### src/rtl/canny_pkg.sv
// Shared types and helpers for the Canny-stage row hold array.
package canny_pkg;

  typedef enum logic [1:0] {
    ST_IDLE,
    ST_RUN,
    ST_PAUSE,
    ST_DONE
  } state_e;

  // Wide enough to compare any supported ADDRW without overflow.
  localparam int CMPW = 64;

  function automatic int wordw(input int pixw, input int pixperword);
    return pixw * pixperword;
  endfunction

  function automatic int busw(input int rows, input int pixw, input int pixperword);
    return rows * wordw(pixw, pixperword);
  endfunction

  function automatic logic addr_is_last(input logic [CMPW-1:0] addr,
                                        input logic [CMPW-1:0] step,
                                        input logic [CMPW-1:0] end_addr);
    return (addr + step) > end_addr;
  endfunction

endpackage

### src/rtl/canny_beat_sched.sv
// Beat/pause scheduler: owns frame state, address, burst and pause counters.
// With CANNY_HOLD_BORDER_ZERO_EN it also tracks the image column of addr.
module canny_beat_sched
  import canny_pkg::*;
#(
  parameter int ADDRW      = 24,
  parameter int START_ADDR = 770,
  parameter int END_ADDR   = 2097152,
  parameter int COUNTSTEP  = 2,
  parameter int BEATS      = 3,
  parameter int PAUSE      = 1
`ifdef CANNY_HOLD_BORDER_ZERO_EN
  ,
  parameter int LINEW      = 384
`endif
) (
  input  logic                     clk,
  input  logic                     reset,
  input  logic                     hold_en,
  input  logic                     in_valid,
  input  logic                     out_free,
  output logic                     in_ready,
  output logic                     accept,
  output logic [ADDRW-1:0]         addr,
`ifdef CANNY_HOLD_BORDER_ZERO_EN
  output logic [$clog2(LINEW)-1:0] col,
`endif
  output logic                     frame_done,
  output logic                     busy
);

  localparam int BEATW  = $clog2(BEATS + 1);
  localparam int PAUSEW = (PAUSE > 0) ? $clog2(PAUSE + 1) : 1;
  localparam logic [ADDRW-1:0]  START_L     = ADDRW'(START_ADDR);
  localparam logic [ADDRW-1:0]  STEP_L      = ADDRW'(COUNTSTEP);
  localparam logic [BEATW-1:0]  LAST_BEAT   = BEATW'(BEATS - 1);
  localparam logic [PAUSEW-1:0] LAST_PAUSE  = PAUSEW'(PAUSE - 1);

  state_e            state_q, state_d;
  logic [ADDRW-1:0]  addr_q, addr_d;
  logic [BEATW-1:0]  beat_q, beat_d;
  logic [PAUSEW-1:0] pause_q, pause_d;
  logic              frame_done_q, frame_done_d;
  logic              last;
  logic              go_idle;

`ifdef CANNY_HOLD_BORDER_ZERO_EN
  localparam int COLW = $clog2(LINEW);
  localparam logic [COLW-1:0] COL_START = COLW'(START_ADDR % LINEW);
  localparam logic [COLW:0]   COL_STEP  = (COLW+1)'(COUNTSTEP % LINEW);
  localparam logic [COLW:0]   LINE_L    = (COLW+1)'(LINEW);

  logic [COLW-1:0] col_q, col_d;
  logic [COLW:0]   col_sum;
`endif

  // NOTE: every signal written here gets a default first, so no latch can be inferred.
  always_comb begin
    in_ready     = (state_q == ST_RUN) && out_free;
    accept       = in_ready && in_valid;
    last         = addr_is_last(CMPW'(addr_q), CMPW'(COUNTSTEP), CMPW'(END_ADDR));
    go_idle      = 1'b0;
    state_d      = state_q;
    addr_d       = addr_q;
    beat_d       = beat_q;
    pause_d      = pause_q;
    frame_done_d = 1'b0;

    unique case (state_q)
      ST_IDLE: if (hold_en) state_d = ST_RUN;
      ST_RUN: begin
        if (!hold_en) begin
          go_idle = 1'b1;
        end else if (accept) begin
          addr_d = addr_q + STEP_L;
          if (last) begin
            // The final word ends the frame even when it also closes a burst.
            state_d      = ST_DONE;
            beat_d       = '0;
            frame_done_d = 1'b1;
          end else if (beat_q == LAST_BEAT) begin
            beat_d = '0;
            if (PAUSE > 0) begin
              state_d = ST_PAUSE;
              pause_d = '0;
            end
          end else begin
            beat_d = beat_q + 1'b1;
          end
        end
      end
      ST_PAUSE: begin
        if (!hold_en)                  go_idle = 1'b1;
        else if (pause_q == LAST_PAUSE) state_d = ST_RUN;
        else                           pause_d = pause_q + 1'b1;
      end
      ST_DONE: if (!hold_en) go_idle = 1'b1;
      default: go_idle = 1'b1;
    endcase

    if (go_idle) begin
      state_d = ST_IDLE;
      addr_d  = START_L;
      beat_d  = '0;
      pause_d = '0;
    end
  end

`ifdef CANNY_HOLD_BORDER_ZERO_EN
  always_comb begin
    col_sum = {1'b0, col_q} + COL_STEP;
    if (col_sum >= LINE_L) col_sum = col_sum - LINE_L;
    col_d = col_q;
    if (go_idle)     col_d = COL_START;
    else if (accept) col_d = col_sum[COLW-1:0];
  end

  always_ff @(posedge clk) begin
    if (!reset) col_q <= COL_START;
    else        col_q <= col_d;
  end

  assign col = col_q;
`endif

  // NOTE: sequential state uses non-blocking assignments only.
  always_ff @(posedge clk) begin
    if (!reset) begin
      state_q      <= ST_IDLE;
      addr_q       <= START_L;
      beat_q       <= '0;
      pause_q      <= '0;
      frame_done_q <= 1'b0;
    end else begin
      state_q      <= state_d;
      addr_q       <= addr_d;
      beat_q       <= beat_d;
      pause_q      <= pause_d;
      frame_done_q <= frame_done_d;
    end
  end

  assign addr       = addr_q;
  assign frame_done = frame_done_q;
  assign busy       = (state_q == ST_RUN) || (state_q == ST_PAUSE);

endmodule

### src/rtl/canny_hold_array.sv
// Row hold array: captures one word per row and presents it address-tagged downstream.
// Optional border zeroing of first/last image columns: define CANNY_HOLD_BORDER_ZERO_EN.
module canny_hold_array
  import canny_pkg::*;
#(
  parameter int ROWS       = 3,
  parameter int PIXW       = 8,
  parameter int PIXPERWORD = 3,
  parameter int ADDRW      = 24,
  parameter int START_ADDR = 770,
  parameter int END_ADDR   = 2097152,
  parameter int COUNTSTEP  = 2,
  parameter int BEATS      = 3,
  parameter int PAUSE      = 1,
  parameter int LINEW      = 384
) (
  input  logic                             clk,
  input  logic                             reset,
  input  logic                             hold_en,
  input  logic                             in_valid,
  output logic                             in_ready,
  input  logic [ROWS*PIXW*PIXPERWORD-1:0]  in_data,
  output logic                             out_valid,
  input  logic                             out_ready,
  output logic [ROWS*PIXW*PIXPERWORD-1:0]  out_data,
  output logic [ADDRW-1:0]                 out_addr,
  output logic                             frame_done,
  output logic                             busy
);

  localparam int WORDW = wordw(PIXW, PIXPERWORD);
  localparam int BUSW  = busw(ROWS, PIXW, PIXPERWORD);

  if (BEATS < 1 || COUNTSTEP < 1 || LINEW < PIXPERWORD) begin : g_param_check
    $error("canny_hold_array: need BEATS>=1, COUNTSTEP>=1, LINEW>=PIXPERWORD");
  end

  logic             out_valid_q, out_valid_d;
  logic [BUSW-1:0]  out_data_q, out_data_d;
  logic [ADDRW-1:0] out_addr_q, out_addr_d;
  logic [BUSW-1:0]  masked_data;
  logic [ADDRW-1:0] sched_addr;
  logic             accept;

`ifdef CANNY_HOLD_BORDER_ZERO_EN
  localparam int COLW = $clog2(LINEW);
  localparam logic [COLW:0] LINE_L   = (COLW+1)'(LINEW);
  localparam logic [COLW:0] LAST_COL = (COLW+1)'(LINEW - 1);

  logic [COLW-1:0] col;
  logic [COLW:0]   col_k;
`endif

  canny_beat_sched #(
    .ADDRW      (ADDRW),
    .START_ADDR (START_ADDR),
    .END_ADDR   (END_ADDR),
    .COUNTSTEP  (COUNTSTEP),
    .BEATS      (BEATS),
    .PAUSE      (PAUSE)
`ifdef CANNY_HOLD_BORDER_ZERO_EN
    ,
    .LINEW      (LINEW)
`endif
  ) u_sched (
    .clk        (clk),
    .reset      (reset),
    .hold_en    (hold_en),
    .in_valid   (in_valid),
    .out_free   (!out_valid_q || out_ready),
    .in_ready   (in_ready),
    .accept     (accept),
    .addr       (sched_addr),
`ifdef CANNY_HOLD_BORDER_ZERO_EN
    .col        (col),
`endif
    .frame_done (frame_done),
    .busy       (busy)
  );

`ifdef CANNY_HOLD_BORDER_ZERO_EN
  // Pixel k sits at column col+k, which wraps at most once since LINEW >= PIXPERWORD.
  always_comb begin
    masked_data = in_data;
    col_k       = '0;
    for (int k = 0; k < PIXPERWORD; k++) begin
      col_k = {1'b0, col} + (COLW+1)'(k);
      if (col_k >= LINE_L) col_k = col_k - LINE_L;
      if (col_k == '0 || col_k == LAST_COL) begin
        for (int r = 0; r < ROWS; r++) masked_data[r*WORDW + k*PIXW +: PIXW] = '0;
      end
    end
  end
`else
  assign masked_data = in_data;
`endif

  // A new accept wins over a drain in the same cycle, so the register never empties then.
  always_comb begin
    out_valid_d = out_valid_q;
    out_data_d  = out_data_q;
    out_addr_d  = out_addr_q;
    if (accept) begin
      out_valid_d = 1'b1;
      out_data_d  = masked_data;
      out_addr_d  = sched_addr;
    end else if (out_ready) begin
      out_valid_d = 1'b0;
    end
  end

  always_ff @(posedge clk) begin
    if (!reset) begin
      out_valid_q <= 1'b0;
      out_data_q  <= '0;
      out_addr_q  <= '0;
    end else begin
      out_valid_q <= out_valid_d;
      out_data_q  <= out_data_d;
      out_addr_q  <= out_addr_d;
    end
  end

  assign out_valid = out_valid_q;
  assign out_data  = out_data_q;
  assign out_addr  = out_addr_q;

endmodule

### config.mk
export PLATFORM = sky130hd
export DESIGN_NAME = canny_hold_array
export DESIGN_NICKNAME = d
export VERILOG_FILES = /design/src/rtl/canny_pkg.sv /design/src/rtl/canny_beat_sched.sv /design/src/rtl/canny_hold_array.sv
export SDC_FILE = /design/constraint.sdc
export NUM_CORES = 1
export LEC_CHECK = 0
export BUFFER_PORTS_ARGS = -buffer_cell sky130_fd_sc_hd__buf_2
export CAP_MARGIN = 10
export CORE_UTILIZATION = 54
export CTS_BUF_LIST = sky130_fd_sc_hd__clkbuf_4 sky130_fd_sc_hd__clkbuf_8 sky130_fd_sc_hd__clkbuf_16
export DETAILED_ROUTE_END_ITERATION = 7
export PLACE_DENSITY = 0.89
export SYNTH_ARGS = -nofsm -noshare
export SYNTH_HDL_FRONTEND = slang
export SYNTH_SLANG_ARGS = --single-unit
### constraint.sdc
create_clock -name clk -period 5.7 [get_ports clk]
set_clock_uncertainty 0.05 [all_clocks]
set_input_delay 1.14 -clock clk [delete_from_list [all_inputs] [get_ports clk]]
set_output_delay 1.14 -clock clk [all_outputs]
set_load 0.005 [all_outputs]
Yosys cells after proc, flatten, opt, wreduce, memory -nomap -nowiden:

Index checks and enable logic that the tools add are counted.

* output and inout bits: 100
* word-level logic and storage cells: 63
* bits in registers: 127
* input bits: 77

* magnitude comparators: 1
* eq/ne operators: 12
* mux-type cells: 22
* reductions and logical operators: 15
* bitwise operators: 1
* add/sub/neg operators: 4

Operators with widths (number)
* greater-than comparator 64 x 22 -> 1 bit, second input constant: 1
* adder 24 x 2 -> 25 bit, second input constant: 1
* adder 24 x 2 -> 24 bit, second input constant: 1
* 2-to-1 mux 2 bit: 9
* inequality test 2 bit, second input constant: 7
* 2-to-1 mux 1 bit: 11
* AND reduction 7 bit: 1
* == test 2 bit, second input constant: 3
* case mux 2 bit (3 select lines): 1
* AND reduction 6 bit: 1
* AND reduction 4 bit: 1
* nonzero test 2 bit: 2
* inequality test 3 x 2 -> 1 bit, second input constant: 1
* AND reduction 3 bit: 1
* nonzero test 3 bit: 1
* OR reduction 3 bit: 1
* adder 2 x 1 -> 2 bit, second input constant: 1
* == test 2 x 1 -> 1 bit, second input constant: 1
* logical AND 1 bit: 2
* logical NOT 2 bit: 1
* logical OR 1 bit: 2
* case mux 1 bit (2 select lines): 1
* OR reduction 2 bit: 1
* adder 1 bit, second input constant: 1
* 2 further kinds: 2

Depth between registers and ports, before layout:

Gate-level depths: netlist (run 1).

* depth after elaboration: 7
* gate-level depth with buffers: 10
* gate-level depth less buffers: 8

Cells and area by module:

Synthesis (run 1) repeated with hierarchy kept, for this count alone.

* cells, all modules: 543
* area, all modules: 5521.5 µm²

By module, submodules not included
* canny_hold_array: area an instance 3672.3 µm², instances 1, sequential area each 1941.9 µm², cells an instance 313
* canny_beat_sched: area an instance 1849.3 µm², instances 1, sequential area each 560.5 µm², cells an instance 230

Worst setup path after synthesis (run 1):

No wires, ideal clock.

* path kind: input to output
* from: input out_ready
* to: output in_ready
* slack: 3.066 ns
* buffers on the path: 0
* data arrival time: 1.444 ns
* stages: 2
* data required time: 4.510 ns
* path through: nand2b_1 and2_1

* cells in the longest elaborated chain, start to end: 2

RTL lines
* start, declared: line canny_hold_array.sv:24 `input logic out_ready,`
* logical OR 1 bit: line canny_hold_array.sv:70 `.out_free (!out_valid_q || out_ready),`
* logical AND 1 bit: line canny_beat_sched.sv:59 `in_ready = (state_q == ST_RUN) && out_free;`
* end, declared: line canny_hold_array.sv:21 `output logic in_ready,`

Every way passes these cells.

Worst setup path after layout (run 1):

Same ends and word-level chain as after synthesis.

==> results of run 1 <==
==> per-stage QoR <==
| step | hold slack, ns | std cells | total power [mW] | cell area [um2] |
|---|---|---|---|---|
| 6_report | 0.412 | 915 | 2.20 | 6710 |
| 3_5_place_dp | 0.405 | 883 | 1.17 | 6120 |
| 5_1_grt | 0.438 | 915 | 2.29 | 6710 |
| 2_1_floorplan | 0.410 | 623 | 1.07 | 5300 |
| 3_3_place_gp | 0.398 | 883 | 1.16 | 6120 |
| 4_1_cts | 0.413 | 915 | 2.21 | 6710 |
==> logic make-up after synthesis <==
kind of cell,after synthesis
DFF,124
muxes,1
other,1
adders and majority gates,5
xor gates and xnor gates,27
AOI/OAI and AO/OA,129
and+or+nand+nor,287
buffers and inverters,49
==> worst min-delay path by stage <==
stage	slack, ns	endpoint	cells past startpoint	startpoint
after floorplan	0.41	out_addr[10]$_SDFFE_PN0P_	2	out_addr[10]$_SDFFE_PN0P_
after global placement	0.40	out_data[54]$_SDFFE_PN0P_	2	out_data[54]$_SDFFE_PN0P_
after detailed placement	0.40	out_data[65]$_SDFFE_PN0P_	2	out_data[65]$_SDFFE_PN0P_
after CTS	0.41	out_data[65]$_SDFFE_PN0P_	2	out_data[65]$_SDFFE_PN0P_
after global routing	0.44	out_data[36]$_SDFFE_PN0P_	2	out_data[36]$_SDFFE_PN0P_
final	0.41	out_data[36]$_SDFFE_PN0P_	2	out_data[36]$_SDFFE_PN0P_
==> placed cells by master, fill, tap and decap left out, types with 3 or more instances in the layout <==
master                         n
sky130_fd_sc_hd__buf_4         3
sky130_fd_sc_hd__a21oi_1       6
sky130_fd_sc_hd__a41oi_1       3
sky130_fd_sc_hd__clkbuf_16    16
sky130_fd_sc_hd__a31oi_1       3
sky130_fd_sc_hd__a21boi_0     96
sky130_fd_sc_hd__nor4_1        6
sky130_fd_sc_hd__clkinv_4      3
sky130_fd_sc_hd__xnor2_1      11
sky130_fd_sc_hd__nand4_1      10
sky130_fd_sc_hd__inv_6         4
sky130_fd_sc_hd__buf_2       175
sky130_fd_sc_hd__nor2_1       24
sky130_fd_sc_hd__o21ai_0       7
sky130_fd_sc_hd__clkinvlp_4    3
sky130_fd_sc_hd__or3_1         7
sky130_fd_sc_hd__and3_1        3
sky130_fd_sc_hd__ha_1          5
sky130_fd_sc_hd__nand2_1     209
sky130_fd_sc_hd__nand3_1       8
sky130_fd_sc_hd__dfxtp_1     124
sky130_fd_sc_hd__xor2_1       16
==> flip-flops by register name, summed over array words and instances, names as in the netlist <==
register / cells
out_addr: 23
u_sched.state_q: 2
out_data: 72
u_sched.frame_done: 1
u_sched.beat_q: 2
out_valid: 1
u_sched.addr: 23
==> critical path, stage by stage <==
cell and delay (ns):
sky130_fd_sc_hd__buf_2 0.10, sky130_fd_sc_hd__nand2b_1 0.16, sky130_fd_sc_hd__and2_1 0.20, sky130_fd_sc_hd__buf_2 0.15
==> area by class of cell <==
class,instances,area (um2),area share (%)
Sequential cell,124,2480,37.0
Clock buffer,18,428,6.38
Inverter,2,7.51,0.112
Multi-Input combinational cell,450,2570,38.3
Clock inverter,14,160,2.39
Tap cell,129,161,2.41
Timing Repair Buffer,178,898,13.4
==> routing by layer <==
| layer | part of all wire [%] | vias up |
|---|---|---|
| met3 | 6.1 | 37 |
| met1 | 40 | 2247 |
| li1 | - | 2369 |
| met2 | 51 | 198 |
| met5 | 0 | - |
| met4 | 3.1 | 0 |
==> power by group through the flow <==
stage	clock network [mW]	registers, mW	logic, mW
2_1_floorplan	0	0.950	0.123
3_3_place_gp	0	0.946	0.212
3_5_place_dp	0	0.948	0.220
4_1_cts	1.06	0.930	0.223
5_1_grt	1.11	0.935	0.247
6_report	1.05	0.930	0.222
==> run metrics, run 1 <==
outcome=finished, final reports clean; cell types with the highest counts after synthesis=210 x sky130_fd_sc_hd__nand2_1, 124 x sky130_fd_sc_hd__dfxtp_1, 96 x sky130_fd_sc_hd__a21boi_0, 26 x sky130_fd_sc_hd__clkbuf_1, 24 x sky130_fd_sc_hd__nor2_1; timing startpoint of the critical path=out_ready; quantity of hold-fixing buffers added after cts=0; Mapped Cells=623; share of cells above drive strength 1=29.1%; kind of start point of the critical path=input pin; placed wire-length estimate after detailed placement=9170 um; main area contributors after synthesis=sky130_fd_sc_hd__dfxtp_1 47%, sky130_fd_sc_hd__nand2_1 15%, sky130_fd_sc_hd__a21boi_0 14%; filler cell count=641; cell area power density=329 mW/mm2; number of nets at the end of the flow=855; TritonCTS Sinks=124; largest net degree at the start of global routing=99; critical path fanouts, max=3; clock buffers created by TritonCTS=17; final period utilization=51.6%; wire length of the first global-routing pass=20600 um; initial drt markers=233; mean post-synth cell area=8.51 um2; category of the critical setup timing path=input pin to output pin; adder-cell share of the synthesized area=1.18%; Critical Path AT=1.75 ns; endpoints failing hold=0; reg-to-reg startpoint=u_sched.state_q[1]$_SDFFE_PP0P_; global-route congestion overflow total=0; number of warnings issued by yosys=0; post-synthesis to final-layout area growth=26.5%; portion of synthesized cell area occupied by the leading cell type=46.8%; endpoint type of the worst setup path=output pin; Synth async-reset ratio=0%; vias in the first global route=4463; area inside the core boundary=0.00937 mm2; post-route core utilization=71.5%; synthesized-area fraction occupied by xor and xnor cells=4.46%; initial standard-cell utilization of the core=56.6%; met3 Usage GRT=7.42%; Leakage Power=2.82 nW; number of inserted diodes=0; worst r2r dst=u_sched.addr[17]$_SDFFE_PP0P_; worst-case reg-to-reg path depth=7; drt drc=0; last weighted congestion value of the routability-driven placer=0.842; total wirelength of the detailed-routed design=13400 um; Final WS setup=2.76 ns; routed length per instance=14.6 um; share of power burned in combinational logic=10.1%; met2 Usage GRT=45.5%; die height=101 um; Setup Slack @ Placement=2.40 ns; die area=0.0102 mm2; # Post-CTS Setup Buffers=0; largest family of logic cells by synthesized area=simple AND/OR/NAND/NOR gates; net count of the mapped netlist=705; count of unique library cells instantiated by Yosys=52; count of flip-flops with a built-in enable after synthesis=0; CTS tree=built; summed instance area of the synthesized netlist=0.00530 mm2; total negative slack=0 ns; global route hottest layer=met2; dominant cell type by area after synthesis=sky130_fd_sc_hd__dfxtp_1; number of detailed-routing iterations run before antenna repair=5; max frequency=340 MHz; Top Ports=177; top_reg_cell synth=sky130_fd_sc_hd__dfxtp_1; cts repair resizes=0; antenna violation net count after detailed routing=0; Worst Tran Pin Value=0.953 ns; count of buffers from port buffering=175; worst setup path endpoint=in_ready; switching share of power=25.7%; met1 global-route usage=28.5%; part of the power in the clock network=47.7%; Slew HR=36.4%; switching power=0.566 mW; Worst IR Drop VDD=0.000191 V; register-to-register setup slack=3.01 ns; final setup violation count=0; Tightest Hold Check Type=flip-flop to flip-flop; clock tree buffer depth=2; proportion of synthesized chip area in sequential cells=46.8%; count leader, synth=sky130_fd_sc_hd__nand2_1; number of vias per cell=5.30; Simple-Gate Fraction of Synth Area=23.9%; overall global routing resource usage=25.8%; max-cap viol count=0; antenna violations before repair=0; mux share of post-synthesis cell area=0.189%; fin. max-slew vios=0; cell internal power dissipation=1.64 mW; synthesized flop and latch total=124; unrepaired setup endpoints after global routing=false; latest clock arrival within the worst-skew pair=0.51 ns; synthesized-area fraction occupied by ao, oa, aoi and oai cells=18.5%; CTS clock-pin slew for the worst setup and hold paths=0.06 ns; chip width=101 um; CTS Root Cell=sky130_fd_sc_hd__clkbuf_8; part of the total power dissipated in sequential elements=42.2%; cell row count=35; worst path required time=4.51 ns; CTS HTree Levels=4; time the worst path needs with I/O delays and setup=2.94 ns; routed via count=4851
(Power assumes the default switching activity.)
==> inputs of run 2 (changes only) <==
--- a/config.mk
+++ b/config.mk
@@ -5,12 +5,13 @@
 export SDC_FILE = /design/constraint.sdc
 export NUM_CORES = 1
 export LEC_CHECK = 0
+export ABC_AREA = 1
 export BUFFER_PORTS_ARGS = -buffer_cell sky130_fd_sc_hd__buf_2
 export CAP_MARGIN = 10
-export CORE_UTILIZATION = 54
+export CORE_UTILIZATION = 45
 export CTS_BUF_LIST = sky130_fd_sc_hd__clkbuf_4 sky130_fd_sc_hd__clkbuf_8 sky130_fd_sc_hd__clkbuf_16
 export DETAILED_ROUTE_END_ITERATION = 7
-export PLACE_DENSITY = 0.89
+export PLACE_DENSITY = 0.8
 export SYNTH_ARGS = -nofsm -noshare
 export SYNTH_HDL_FRONTEND = slang
 export SYNTH_SLANG_ARGS = --single-unit
==> constraint.sdc (replaced) <==
create_clock -name clk -period 2.65 [get_ports clk]
set_clock_uncertainty 0.05 [all_clocks]
set_input_delay 0.53 -clock clk [delete_from_list [all_inputs] [get_ports clk]]
set_output_delay 0.53 -clock clk [all_outputs]
set_load 0.005 [all_outputs]
==> run metrics, run 2 <==
endpoints failing hold=0; portion of synthesized cell area occupied by the leading cell type=48.3%; max frequency=483 MHz; largest net degree at the start of global routing=76; top library cells by usage in the layout, fill and taps aside=227 x sky130_fd_sc_hd__nand2_1, 175 x sky130_fd_sc_hd__buf_2, 124 x sky130_fd_sc_hd__dfxtp_1, 116 x sky130_fd_sc_hd__a21oi_1, 48 x sky130_fd_sc_hd__inv_1; clock tree buffer depth=2; final setup violation count=0; initial drt markers=330; unrepaired setup endpoints after global routing=false; critical path fanouts, max=7; routed length per instance=12.8 um; register-to-register setup slack=0.58 ns; die area=0.0118 mm2; total wirelength of the detailed-routed design=13100 um; final period utilization=78.1%; post-route core utilization=61.8%; overall global routing resource usage=22.2%; CTS clock-pin slew for the worst setup and hold paths=0.06 ns; fin. max-slew vios=0; most common cell after layout, fill and taps aside=sky130_fd_sc_hd__nand2_1; part of the total power dissipated in sequential elements=37.7%; reg-to-reg startpoint=u_sched.addr[1]$_SDFFE_PP1P_; switching power=1.71 mW; chip width=109 um; worst r2r dst=u_sched.state_q[0]$_SDFFE_PP0P_; clock buffers created by TritonCTS=17; area inside the core boundary=0.0110 mm2; combined area of the multi-input logic cells=0.00229 mm2; main area contributors after synthesis=sky130_fd_sc_hd__dfxtp_1 48%, sky130_fd_sc_hd__nand2_1 17%, sky130_fd_sc_hd__a21oi_1 11%; antenna violation net count after detailed routing=0; last weighted congestion value of the routability-driven placer=0.965; initial standard-cell utilization of the core=46.8%; placed wire-length estimate after detailed placement=8930 um; endpoint type of the worst setup path=flip-flop; cell types with the highest counts after synthesis=228 x sky130_fd_sc_hd__nand2_1, 124 x sky130_fd_sc_hd__dfxtp_1, 116 x sky130_fd_sc_hd__a21oi_1, 49 x sky130_fd_sc_hd__inv_1, 42 x sky130_fd_sc_hd__o21ai_0; Hold Path Cell Cnt=3; time the worst path needs with I/O delays and setup=2.07 ns; cell area after placement=0.00612 mm2; share of cells above drive strength 1=28.0%; synthesized flop and latch total=124; antenna violations before repair=0; Mapped Cells=709; category of the critical setup timing path=flip-flop to flip-flop; total negative slack=0 ns; net count of the mapped netlist=791; switching share of power=28.7%; worst-case reg-to-reg path depth=15; filler cell count=985; share of power burned in combinational logic=19.2%; flip-flop count of the largest register, all copies and words added=72; CTS tree=built; cell internal power dissipation=4.27 mW; Worst Tran Pin Value=0.758 ns; TritonCTS Sinks=124; Critical Path AT=2.37 ns; global-route congestion overflow total=0; count of buffers from port buffering=175; CTS Root Cell=sky130_fd_sc_hd__clkbuf_16; worst-case hold slack=0.306 ns; Top Ports=177; area used by sequential logic in the layout=0.00248 mm2; number of inserted diodes=0; hold path startpoint=in_data[8]; cts repair resizes=0; summed instance area of the synthesized netlist=0.00514 mm2; cell row count=38; kind of start point of the critical path=flip-flop; outcome=finished, final reports clean; Worst IR Drop VDD=0.000607 V; post-synthesis to final-layout area growth=32.1%; worst path required time=2.95 ns; latest clock arrival within the worst-skew pair=0.42 ns; CTS HTree Levels=4; number of nets at the end of the flow=955; die height=109 um; top_reg_cell synth=sky130_fd_sc_hd__dfxtp_1; dominant cell type by area after synthesis=sky130_fd_sc_hd__dfxtp_1; part of the power in the clock network=43.1%; wire length of the first global-routing pass=20400 um; count of flip-flops with a built-in enable after synthesis=0; quantity of hold-fixing buffers added after cts=0; number of warnings issued by yosys=0; Synth async-reset ratio=0%; vias in the first global route=4465; Power, Total=5.98 mW; cell area power density=882 mW/mm2; drt drc=0; end point of the worst hold path=out_data[8]$_SDFFE_PN0P_; proportion of synthesized chip area in sequential cells=48.3%; # Post-CTS Setup Buffers=0; Tightest Hold Check Type=input pin to flip-flop; number of detailed-routing iterations run before antenna repair=5; final standard cell area without fillers=0.00678 mm2; mean post-synth cell area=7.24 um2; count of unique library cells instantiated by Yosys=28; count leader, synth=sky130_fd_sc_hd__nand2_1; Leakage Power=3.18 nW; routed via count=5089; Slew HR=49.4%; number of vias per cell=4.96; max-cap viol count=0
[run 2: changes by cell type in the layout (fill, tap and decap cells not counted), moves of 14 or more]
cell / change
sky130_fd_sc_hd__a21boi_0: -96
sky130_fd_sc_hd__a21oi_1: +110
sky130_fd_sc_hd__inv_1: +46
sky130_fd_sc_hd__nand2_1: +18
sky130_fd_sc_hd__nand3_1: +14
sky130_fd_sc_hd__o21ai_0: +35
sky130_fd_sc_hd__xor2_1: -14
[run 2: final cells by class]
class | instances | share of cell area (%)
clock inverter | 13 | 3.14
tap | 140 | 2.58
sequential | 124 | 36.6
timing repair buffer | 182 | 14.1
multi-input combinational | 490 | 33.8
clock buffer | 19 | 6.58
inverter | 58 | 3.23
[run 2: routing by layer]
layer,vias up,wire length [um],track usage [%]
li1,2602,-,-
met2,191,5890,34.7
met4,0,416,14.0
met5,-,0,0
met3,35,974,6.34
met1,2261,5800,26.7
[run 2: how the worst max path moves through the flow]
stage,cells past startpoint,end,startpoint,slack (ns)
global placement,15,u_sched.state_q[0]$_SDFFE_PP0P_,u_sched.addr[1]$_SDFFE_PP1P_,0.64
floorplan,10,u_sched.addr[8]$_SDFFE_PP1P_,out_ready,0.75
CTS,15,u_sched.state_q[0]$_SDFFE_PP0P_,u_sched.addr[1]$_SDFFE_PP1P_,0.59
global route,15,u_sched.state_q[0]$_SDFFE_PP0P_,u_sched.addr[1]$_SDFFE_PP1P_,0.30
finish,15,u_sched.state_q[0]$_SDFFE_PP0P_,u_sched.addr[1]$_SDFFE_PP1P_,0.58
detailed placement,15,u_sched.state_q[0]$_SDFFE_PP0P_,u_sched.addr[1]$_SDFFE_PP1P_,0.60
[run 2: kinds of logic after synthesis]
logic type	Yosys count	share of synthesized area, %
compound gates	171	17.1
xor+xnor	4	0.682
fa+ha+maj	5	1.22
buf+inv	95	7.04
flops	124	48.3
other cells	1	0.0730
simple gates	309	25.6
[run 2: worst max-delay path: stages, from the launching register on]
cell and delay (ns):
sky130_fd_sc_hd__dfxtp_1 0.41, sky130_fd_sc_hd__ha_1 0.23, sky130_fd_sc_hd__nand2_2 0.10, sky130_fd_sc_hd__nor2_8 0.16, sky130_fd_sc_hd__nand3_1 0.14, sky130_fd_sc_hd__o21ai_1 0.14, sky130_fd_sc_hd__nand2_1 0.07, sky130_fd_sc_hd__nor2_1 0.10
sky130_fd_sc_hd__nand2_1 0.06, sky130_fd_sc_hd__nor2_1 0.10, sky130_fd_sc_hd__nand2_1 0.08, sky130_fd_sc_hd__nand2_2 0.10, sky130_fd_sc_hd__nand2_2 0.06, sky130_fd_sc_hd__nand2_2 0.05, sky130_fd_sc_hd__nand2_1 0.06, sky130_fd_sc_hd__a21oi_2 0.10
[run 2: power groups by stage]
stage,logic [mW],registers [mW],clock network (mW)
after global routing,1.31,2.29,2.70
after CTS,1.16,2.25,2.62
after global placement,1.14,2.28,0
after floorplan,0.687,2.30,0
final,1.15,2.25,2.58
after detailed placement,1.14,2.29,0
[run 2: per-stage QoR]
step                      setup slack [ns]  std cells
after floorplan                      0.752        709
after global placement               0.641        994
after detailed placement             0.597        994
after CTS                            0.587       1026
after global routing                 0.298       1026
final                                0.581       1026
==> inputs of run 3 (changes only) <==
--- a/config.mk
+++ b/config.mk
@@ -5,13 +5,13 @@
 export SDC_FILE = /design/constraint.sdc
 export NUM_CORES = 1
 export LEC_CHECK = 0
-export ABC_AREA = 1
+export ABC_AREA = 0
 export BUFFER_PORTS_ARGS = -buffer_cell sky130_fd_sc_hd__buf_2
 export CAP_MARGIN = 10
-export CORE_UTILIZATION = 45
+export CORE_UTILIZATION = 50
 export CTS_BUF_LIST = sky130_fd_sc_hd__clkbuf_4 sky130_fd_sc_hd__clkbuf_8 sky130_fd_sc_hd__clkbuf_16
 export DETAILED_ROUTE_END_ITERATION = 7
-export PLACE_DENSITY = 0.8
+export PLACE_DENSITY = 0.83
 export SYNTH_ARGS = -nofsm -noshare
 export SYNTH_HDL_FRONTEND = slang
 export SYNTH_SLANG_ARGS = --single-unit
==> constraint.sdc (replaced) <==
create_clock -name clk -period 1.95 [get_ports clk]
set_clock_uncertainty 0.05 [all_clocks]
set_input_delay 0.39 -clock clk [delete_from_list [all_inputs] [get_ports clk]]
set_output_delay 0.39 -clock clk [all_outputs]
set_load 0.005 [all_outputs]
==> run metrics, run 3 (synthesis results as in run 1) <==
antenna violations before repair=0; reg-to-reg startpoint=u_sched.addr[3]$_SDFFE_PP0P_; initial standard-cell utilization of the core=51.4%; number of vias per cell=5.26; number of inserted diodes=0; initial drt markers=264; Tightest Hold Check Type=input pin to flip-flop; Cell Count Post-Placement=943; share of power burned in combinational logic=11.4%; post-synthesis to final-layout area growth=40.2%; drt drc=0; wire length of the first global-routing pass=22600 um; global-route congestion overflow total=0; max-cap viol count=0; total negative slack=-0.935 ns; final setup violation count=5; number of detailed-routing iterations run before antenna repair=4; largest net degree at the start of global routing=66; flip-flop count of the largest register, all copies and words added=72; part of the power in the clock network=47.5%; switching power=1.76 mW; antenna violation net count after detailed routing=0; TritonCTS Sinks=124; CTS tree=built; clock buffers created by TritonCTS=17; hold path startpoint=in_data[20]; unrepaired setup endpoints after global routing=true; Leakage Power=3.24 nW; kind of start point of the critical path=flip-flop; die height=105 um; cell row count=37; endpoints failing hold=0; timing startpoint of the critical path=u_sched.addr[3]$_SDFFE_PP0P_; number of nets at the end of the flow=922; Top Ports=177; part of the total power dissipated in sequential elements=41.1%; vias in the first global route=4996; final period utilization=112%; placed wire-length estimate after detailed placement=9700 um; endpoint type of the worst setup path=flip-flop; time the worst path needs with I/O delays and setup=2.18 ns; Worst IR Drop VDD=0.000733 V; violations in the final reports=negative setup slack; switching share of power=26.6%; most common cell after layout, fill and taps aside=sky130_fd_sc_hd__nand2_1; routed length per instance=14.6 um; outcome=finished with violations; total wirelength of the detailed-routed design=14400 um; chip width=105 um; number of non-filler instances in the completed layout=989; Critical Path AT=2.50 ns; die area=0.0110 mm2; fin. max-slew vios=0; top library cells by usage in the layout, fill and taps aside=209 x sky130_fd_sc_hd__nand2_1, 174 x sky130_fd_sc_hd__buf_2, 116 x sky130_fd_sc_hd__dfxtp_1, 96 x sky130_fd_sc_hd__a21boi_0, 64 x sky130_fd_sc_hd__buf_4; max frequency=460 MHz; worst-case hold slack=0.0735 ns; clock tree buffer depth=2; cell internal power dissipation=4.85 mW; area inside the core boundary=0.0103 mm2; worst path required time=2.28 ns; last weighted congestion value of the routability-driven placer=0.877; CTS HTree Levels=4; count of buffers from port buffering=175; critical path fanouts, max=5; overall global routing resource usage=25.4%; latest clock arrival within the worst-skew pair=0.51 ns; Final WS setup=-0.226 ns; routed via count=5206; CTS Root Cell=sky130_fd_sc_hd__clkbuf_8; share of cells above drive strength 1=37.6%; cell area power density=889 mW/mm2; category of the critical setup timing path=flip-flop to flip-flop; CTS clock-pin slew for the worst setup and hold paths=0.06 ns
==> run 3: changes by cell type in the layout (fill, tap and decap cells not counted), moves of 18 or more <==
cell | before | now
sky130_fd_sc_hd__buf_4 | 5 | 64
sky130_fd_sc_hd__a21boi_0 | 0 | 96
sky130_fd_sc_hd__o21ai_0 | 42 | 7
sky130_fd_sc_hd__nand2_1 | 227 | 209
sky130_fd_sc_hd__inv_1 | 48 | 1
sky130_fd_sc_hd__a21oi_1 | 116 | 6
==> run 3: metrics by stage <==
step	power, mW	util [%]	setup slack [ns]	area [um2]
final	6.61	72.0	-0.226	7430
after global routing	6.86	72.0	-0.295	7430
after CTS	6.63	70.8	-0.158	7310
after detailed placement	3.47	63.6	-0.262	6560
after global placement	3.44	63.6	-0.156	6560
after floorplan	3.14	-	-0.0558	5330
==> run 3: power by group through the flow <==
stage	clock (mW)	combinational [mW]	sequential, mW
5_1_grt	3.30	0.837	2.73
6_report	3.14	0.756	2.71
3_3_place_gp	0	0.677	2.76
2_1_floorplan	0	0.362	2.78
4_1_cts	3.18	0.742	2.71
3_5_place_dp	0	0.703	2.77
==> run 3: worst paths after layout <==
kind                                      to  slack [ns]  cells past startpoint
min                out_data[20]$_SDFFE_PN0P_        0.07                      3
max reg2reg  u_sched.state_q[0]$_SDFFE_PP0P_       -0.23                      8
min reg2reg        out_data[22]$_SDFFE_PN0P_        0.41                      2
max          u_sched.state_q[0]$_SDFFE_PP0P_       -0.23                      8
==> run 3: what timing repair did <==
action,CTS,global route
hold buffers,0,0
buffers inserted,9,6
pin swaps,11,11
endpoints found under the setup margin,8,21
resized for setup,19,15
==> run 3: layout make-up <==
type,instances,area [um2]
sequential,124,2500
tap,136,170
timing repair buffer,245,1450
inverter,2,7.51
multi-input combinational,450,2710
clock inverter,15,176
fill,748,2890
clock buffer,17,414
==> run 3: per-layer routing <==
metal | routed length [um] | GRT usage, % | part of all wire (%) | vias up
li1 | - | - | - | 2508
met1 | 5900 | 28.1 | 41 | 2476
met2 | 7510 | 46.7 | 52 | 174
met3 | 585 | 4.74 | 4.1 | 48
met4 | 418 | 11.7 | 2.9 | 0
met5 | 0 | 0 | 0 | -
==> run 3: critical path, stage by stage, from the launching register on <==
cell	delay (ns)
sky130_fd_sc_hd__dfxtp_1	0.41
sky130_fd_sc_hd__buf_4	0.18
sky130_fd_sc_hd__nand3_4	0.12
sky130_fd_sc_hd__xor2_1	0.20
sky130_fd_sc_hd__a31oi_1	0.13
sky130_fd_sc_hd__or4_4	0.54
sky130_fd_sc_hd__a21oi_2	0.13
sky130_fd_sc_hd__a2bb2o_4	0.18
sky130_fd_sc_hd__a31oi_4	0.10
